`src/rtl/sfifo_if_mc.sv`:
```
// sfifo_if_mc: Wishbone slave that connects the CPU to the servo sync-FIFO, a
// base-period tick counter, DOUT set/reset pulses, DIN level and rising-edge
// capture, and ADC_N sample channels. Reads from an empty FIFO wait for data
// for a limited time. If no word arrives, the read is acked with zero and a
// sticky timeout flag is set.
module sfifo_if_mc #(
    parameter int WB_AW       = 7,
    parameter int WB_DW       = 32,
    parameter int SFIFO_DW    = 16,
    parameter int DOUT_N      = 8,
    parameter int DIN_W       = 16,
    parameter int ADC_N       = 2,
    parameter int ADC_W       = 12,
    parameter int TIMEOUT_CYC = 1024
) (
    input  logic                   wb_clk_i,
    input  logic                   wb_rst_ni,
    input  logic                   wb_cyc_i,
    input  logic                   wb_stb_i,
    input  logic                   wb_we_i,
    input  logic [3:0]             wb_sel_i,
    input  logic [WB_AW-1:2]       wb_adr_i,
    input  logic [WB_DW-1:0]       wb_dat_i,
    output logic [WB_DW-1:0]       wb_dat_o,
    output logic                   wb_ack_o,
    output logic                   sfifo_rd_o,
    input  logic                   sfifo_empty_i,
    input  logic [SFIFO_DW-1:0]    sfifo_di,
    input  logic                   sfifo_bp_tick_i,
    output logic [DOUT_N-1:0]      dout_set_o,
    output logic [DOUT_N-1:0]      dout_rst_o,
    input  logic [DIN_W-1:0]       din_i,
    input  logic [ADC_N*ADC_W-1:0] adc_i
);

    localparam int AW   = WB_AW - 2;
    localparam int TO_W = (TIMEOUT_CYC > 0) ? $clog2(TIMEOUT_CYC + 1) : 1;

    localparam logic [TO_W-1:0] TO_MAX = TO_W'(TIMEOUT_CYC);

    localparam logic [AW-1:0] ADDR_BP   = AW'(0);
    localparam logic [AW-1:0] ADDR_STAT = AW'(1);
    localparam logic [AW-1:0] ADDR_DI   = AW'(2);
    localparam logic [AW-1:0] ADDR_DOUT = AW'(3);
    localparam logic [AW-1:0] ADDR_DIN  = AW'(4);
    localparam logic [AW-1:0] ADDR_DINR = AW'(5);
    localparam logic [AW-1:0] ADDR_ADC0 = AW'(8);

    typedef enum logic [1:0] {
        S_IDLE,
        S_WAIT,
        S_DONE
    } state_t;

    state_t            state;
    logic [TO_W-1:0]   to_cnt;
    logic              to_flag;

    logic              bp_meta;
    logic              bp_sync;
    logic              bp_prev;
    logic [31:0]       bp_cnt;

    logic [DIN_W-1:0]  din_meta;
    logic [DIN_W-1:0]  din_sync;
    logic [DIN_W-1:0]  din_prev;
    logic [DIN_W-1:0]  dinr;

    logic              bus_req;
    logic              accept;
    logic              di_read;
    logic              wr_accept;
    logic              to_clr;
    logic [DIN_W-1:0]  dinr_clr;
    logic              dout_hit;
    logic [DOUT_N-1:0] dout_onehot;
    logic [WB_DW-1:0]  rd_data;
    logic [WB_DW-1:0]  head_data;
    logic              unused_bits;

    assign bus_req   = wb_cyc_i & wb_stb_i;
    assign accept    = bus_req & ~wb_ack_o & (state == S_IDLE);
    assign di_read   = accept & ~wb_we_i & (wb_adr_i == ADDR_DI);
    assign wr_accept = accept & wb_we_i;

    assign to_clr    = wr_accept & (wb_adr_i == ADDR_STAT) & wb_sel_i[0] & wb_dat_i[1];
    assign dinr_clr  = (wr_accept && (wb_adr_i == ADDR_DINR) && wb_sel_i[0])
                       ? wb_dat_i[DIN_W-1:0] : '0;

    assign dout_hit    = wr_accept & (wb_adr_i == ADDR_DOUT) & wb_sel_i[3] & wb_dat_i[31]
                         & ({1'b0, wb_dat_i[29:24]} < 7'(DOUT_N));
    assign dout_onehot = DOUT_N'(1) << wb_dat_i[29:24];

    // FIFO head left-aligned in the data word; low bits are zero.
    assign head_data = WB_DW'(sfifo_di) << (WB_DW - SFIFO_DW);

    assign unused_bits = ^{wb_sel_i, wb_dat_i};

    // Register read multiplexer for all single-cycle (non-FIFO) reads.
    always_comb begin
        rd_data = '0;
        case (wb_adr_i)
            ADDR_BP:   rd_data = WB_DW'(bp_cnt);
            ADDR_STAT: begin
                rd_data[0] = sfifo_empty_i;
                rd_data[1] = to_flag;
            end
            ADDR_DIN:  rd_data[DIN_W-1:0] = din_sync;
            ADDR_DINR: rd_data[DIN_W-1:0] = dinr;
            default:   rd_data = '0;
        endcase
        for (int k = 0; k < ADC_N; k++) begin
            if (wb_adr_i == (ADDR_ADC0 + AW'(k))) begin
                rd_data[ADC_W-1:0] = adc_i[k*ADC_W +: ADC_W];
            end
        end
    end

    // Bus handshake and FIFO read FSM. Ack, pop and DOUT pulses are all single-cycle outputs.
    always_ff @(posedge wb_clk_i or negedge wb_rst_ni) begin
        if (!wb_rst_ni) begin
            state      <= S_IDLE;
            wb_ack_o   <= 1'b0;
            wb_dat_o   <= '0;
            sfifo_rd_o <= 1'b0;
            to_cnt     <= '0;
            to_flag    <= 1'b0;
            dout_set_o <= '0;
            dout_rst_o <= '0;
        end else begin
            wb_ack_o   <= 1'b0;
            sfifo_rd_o <= 1'b0;
            dout_set_o <= '0;
            dout_rst_o <= '0;
            if (to_clr) begin
                to_flag <= 1'b0;
            end
            case (state)
                S_IDLE: begin
                    if (di_read) begin
                        if (!sfifo_empty_i) begin
                            wb_ack_o   <= 1'b1;
                            wb_dat_o   <= head_data;
                            sfifo_rd_o <= 1'b1;
                            state      <= S_DONE;
                        end else begin
                            to_cnt <= '0;
                            state  <= S_WAIT;
                        end
                    end else if (accept) begin
                        wb_ack_o <= 1'b1;
                        wb_dat_o <= rd_data;
                        if (dout_hit) begin
                            dout_set_o <= wb_dat_i[30] ? dout_onehot : '0;
                            dout_rst_o <= wb_dat_i[30] ? '0 : dout_onehot;
                        end
                    end
                end
                S_WAIT: begin
                    if (!bus_req) begin
                        state <= S_IDLE;
                    end else if (!sfifo_empty_i) begin
                        wb_ack_o   <= 1'b1;
                        wb_dat_o   <= head_data;
                        sfifo_rd_o <= 1'b1;
                        state      <= S_DONE;
                    end else if ((TIMEOUT_CYC > 0) && (to_cnt == TO_MAX)) begin
                        wb_ack_o <= 1'b1;
                        wb_dat_o <= '0;
                        to_flag  <= 1'b1;
                        state    <= S_DONE;
                    end else if (to_cnt != TO_MAX) begin
                        to_cnt <= to_cnt + 1'b1;
                    end
                end
                S_DONE: begin
                    state <= S_IDLE;
                end
                default: begin
                    state <= S_IDLE;
                end
            endcase
        end
    end

    // Synchronise the async tick and count its rising edges. A held level counts once.
    always_ff @(posedge wb_clk_i or negedge wb_rst_ni) begin
        if (!wb_rst_ni) begin
            bp_meta <= 1'b0;
            bp_sync <= 1'b0;
            bp_prev <= 1'b0;
            bp_cnt  <= '0;
        end else begin
            bp_meta <= sfifo_bp_tick_i;
            bp_sync <= bp_meta;
            bp_prev <= bp_sync;
            if (bp_sync && !bp_prev) begin
                bp_cnt <= bp_cnt + 32'd1;
            end
        end
    end

    // Synchronise DIN and latch rising edges. A new edge wins over a same-cycle clear.
    always_ff @(posedge wb_clk_i or negedge wb_rst_ni) begin
        if (!wb_rst_ni) begin
            din_meta <= '0;
            din_sync <= '0;
            din_prev <= '0;
            dinr     <= '0;
        end else begin
            din_meta <= din_i;
            din_sync <= din_meta;
            din_prev <= din_sync;
            dinr     <= (dinr & ~dinr_clr) | (din_sync & ~din_prev);
        end
    end

endmodule

```
`config.mk`:
```
export PLATFORM = sky130hd
export DESIGN_NAME = sfifo_if_mc
export DESIGN_NICKNAME = d
export VERILOG_FILES = /design/src/rtl/sfifo_if_mc.sv
export SDC_FILE = /design/constraint.sdc
export NUM_CORES = 1
export LEC_CHECK = 0
export CORE_MARGIN = 5
export CORE_UTILIZATION = 45
export DETAILED_ROUTE_END_ITERATION = 8
export PLACE_DENSITY = 0.76
export SLEW_MARGIN = 5
export SYNTH_ARGS = -nofsm -noshare
export SYNTH_HDL_FRONTEND = slang
export SYNTH_SLANG_ARGS = --single-unit
```
`constraint.sdc`:
```
create_clock -name wb_clk_i -period 2.1 [get_ports wb_clk_i]
set_input_delay 0.42 -clock wb_clk_i [delete_from_list [all_inputs] [get_ports wb_clk_i]]
set_output_delay 0.42 -clock wb_clk_i [all_outputs]
set_load 0.05 [all_outputs]
```
==> impl_metrics.json <==
{
  "worstSetupStartpointType": "flop",
  "dieHeight_um": 132.4,
  "mostFrequentLayoutCell": "dfrtp_1",
  "crit_type": "reg2reg",
  "worstMarginPinSlew_ns": 0.7815,
  "async_reset_ff_share_pct": 100.0,
  "placed_cells": 924,
  "netlist_instances": 570,
  "cts_buffers": 17,
  "worstPathArrival_ns": 2.46,
  "final_max_slew_viol_count": 0,
  "reg2reg_to": "wb_dat_o[17]",
  "crit_fanout": 8,
  "fin_crit_ns": 2.158,
  "antenna_found_initial": 0,
  "via_per_inst": 5.655,
  "synth_nets": 677,
  "hold_class": "reg2reg",
  "die_area_um2": 17530,
  "worstPathRequired_ns": 2.41,
  "dieWidth_um": 132.4,
  "clk-insertion-delay-late_ns": 0.43,
  "cp-startpoint": "to_cnt[0]",
  "gr-usage-all-layers_pct": 20.27,
  "numPortBuffers": 143,
  "vdd_drop_max_mv": 0.5971,
  "synth_area_leaders": "dfrtp_1 60%, xnor2_1 3.2%, nand2_1 2.8%",
  "first_pass_iters": 9,
  "drive_gt1_share_pct": 17.82,
  "wl_per_cell_um": 18.81,
  "start_util_pct": 46.22,
  "synth_cell_types": 57,
  "synth.top_cell.area_share_pct": 60.49,
  "rows": 44,
  "worst_setup_path_end_kind": "flop",
  "drtAntennaViolNets": 0,
  "most-common-layout-cells": "163 x dfrtp_1, 137 x clkdlybuf4s50_1, 51 x nand2_1",
  "avgSynthCellArea_um2": 11.83,
  "r2r_start": "to_cnt[0]",
  "synthFlopType": "dfrtp_1",
  "min_to": "din_sync[13]",
  "power_density_nw_per_um2": 803.4,
  "hold_viol": 0,
  "clock-sinks": 163,
  "finalInstanceArea_um2": 9746,
  "yosys_warnings": 0,
  "p_leak_nw": 4.328,
  "skew_ns": 0.01019,
  "first_global_vias": 5605,
  "pre_cts_slack_ns": -0.6063,
  "min_path_cells": 0,
  "min_period_over_period_pct": 102.7,
  "pin_count": 154,
  "synth_seq_cells": 163,
  "synth_largest_area_cell": "dfrtp_1",
  "outcome": "complete, but fails checks",
  "htreeDepth": 4,
  "ys_seq_area_share_pct": 60.49,
  "grt_max_degree": 53,
  "clock_path_buffers": 2,
  "synth_edf_count": 0,
  "core_um2": 14590,
  "syn2layout_area_growth_pct": 44.54,
  "routed_wl_um": 18130,
  "failed_checks": "DRC, setup timing",
  "max_slew_margin_pct": 47.51,
  "r2r_slack_ns": -0.06,
  "overflow": 0,
  "finalHoldWorstSlack_ns": 0.3444,
  "timing.fmax_mhz": 463.5,
  "gp_congestion": 0.9076,
  "rr_worst_depth": 9,
  "root_buffer": "clkbuf_16",
  "min_from": "din_meta[13]",
  "cts_tree": "built",
  "cts.reportedPaths.clkPinSlew_ns": 0.07,
  "dpl.hpwl_um": 12540,
  "drc_errors": 8,
  "setup_viol_count_final": 20,
  "synth_area_um2": 6743,
  "drtIter0Drc": 449,
  "final_nets": 875,
  "placed_area_um2": 8811,
  "drv_cap": 0,
  "dr_total_vias": 5451,
  "insertedDiodeCount": 0,
  "rsz0062_at_grt": "yes",
  "layout_setup_ws_ns": -0.05758,
  "grt_pass1_wl_um": 28640,
  "layout.cells.non_filler": 964
}
## flip-flops by register name, summed over array words and instances, names as in the netlist, 2 cells and up
name	flops
bp_cnt	32
din_sync	16
to_cnt	11
dout_rst_o	8
wb_dat_o	32
din_prev	16
din_meta	16
dout_set_o	8
dinr	16
state	2
## Yosys cell counts (5+ instances only)
master    count
dfrtp_1     163
nand2_1      51
inv_1        40
xnor2_1      25
a21oi_1      23
nor2_1       22
a22o_1       20
nand3_1      17
a22oi_1      14
a21o_1       12
a221oi_2     10
a222oi_1     10
and4_1       10
buf_2        10
clkbuf_1     10
nand4_1      10
nor2b_1      10
a21oi_2       9
a221oi_1      9
and3_1        9
a31oi_1       8
nor3_1        7
o21ai_0       7
and2_1        6
xor2_1        6
nand2b_1      5
## routing by layer
layer	wire, um	global-route usage (%)	vias up
li1	-	-	2451
met1	7231	25.53	2718
met2	9310	33.72	252
met3	1259	5.011	30
met4	331	8.032	0
met5	0	0	-
## cell families after synthesis
logic type	after synthesis	share of synthesized area, %
and+or+nand+nor	169	14.12
AOI/OAI and AO/OA	135	16.11
DFF	163	60.49
adders and majority gates	3	0.5567
buffers and inverters	64	3.915
muxes	5	0.7794
xor gates and xnor gates	31	4.027
## power by group
group | internal (mW) | switching (mW)
Sequential | 3.32 | 0.145
Clock | 1.91 | 1.27
Combinational | 0.520 | 0.657
Total | 5.76 | 2.07
## stage by stage
| step | TNS [ns] | power [mW] | utilization (%) |
|---|---|---|---|
| after detailed placement | -23.76 | 4.619 | 60.39 |
| final | -0.6578 | 7.829 | 66.80 |
| after CTS | -1.373 | 7.827 | 64.94 |
| after floorplan | 0 | 4.050 | - |
| after global routing | -2.906 | 8.130 | 66.80 |
| after global placement | -20.55 | 4.586 | 60.39 |
## worst max path at each step
stage,endpoint,slack (ns),cells past startpoint
finish,wb_dat_o[17],-0.06,9
global route,wb_dat_o[27],-0.15,9
CTS,wb_dat_o[20],-0.09,9
detailed placement,wb_dat_o[3],-0.61,6
global placement,wb_dat_o[6],-0.49,6
floorplan,dinr[10],0.06,8
## final cells by class
cell class / count / area, um2
Sequential cell: 163 / 4079
Timing Repair Buffer: 203 / 2044
Inverter: 40 / 150.1
Clock inverter: 13 / 172.7
Tap cell: 184 / 230.2
Clock buffer: 18 / 439.2
Multi-Input combinational cell: 343 / 2630
Fill cell: 1016 / 4843
## critical path: stages (launching register included)
cell	delay, ns
dfrtp_1	0.39
inv_2	0.08
ha_4	0.12
or4b_4	0.48
nor4_4	0.14
buf_4	0.18
a311oi_4	0.16
clkbuf_16	0.23
a221oi_2	0.19
a21oi_1	0.06
## timing repair
| item | in CTS | in global routing |
|---|---|---|
| hold buffers | 1 | 0 |
| buffers inserted | 2 | 6 |
| pin swaps | 3 | 6 |
| resized for setup | 6 | 27 |
| hold endpoints to repair | 48 | 0 |
| setup endpoints to repair | 38 | 53 |
| gates cloned | 0 | 2 |
No activity file was read; power rests on OpenSTA's default activity.
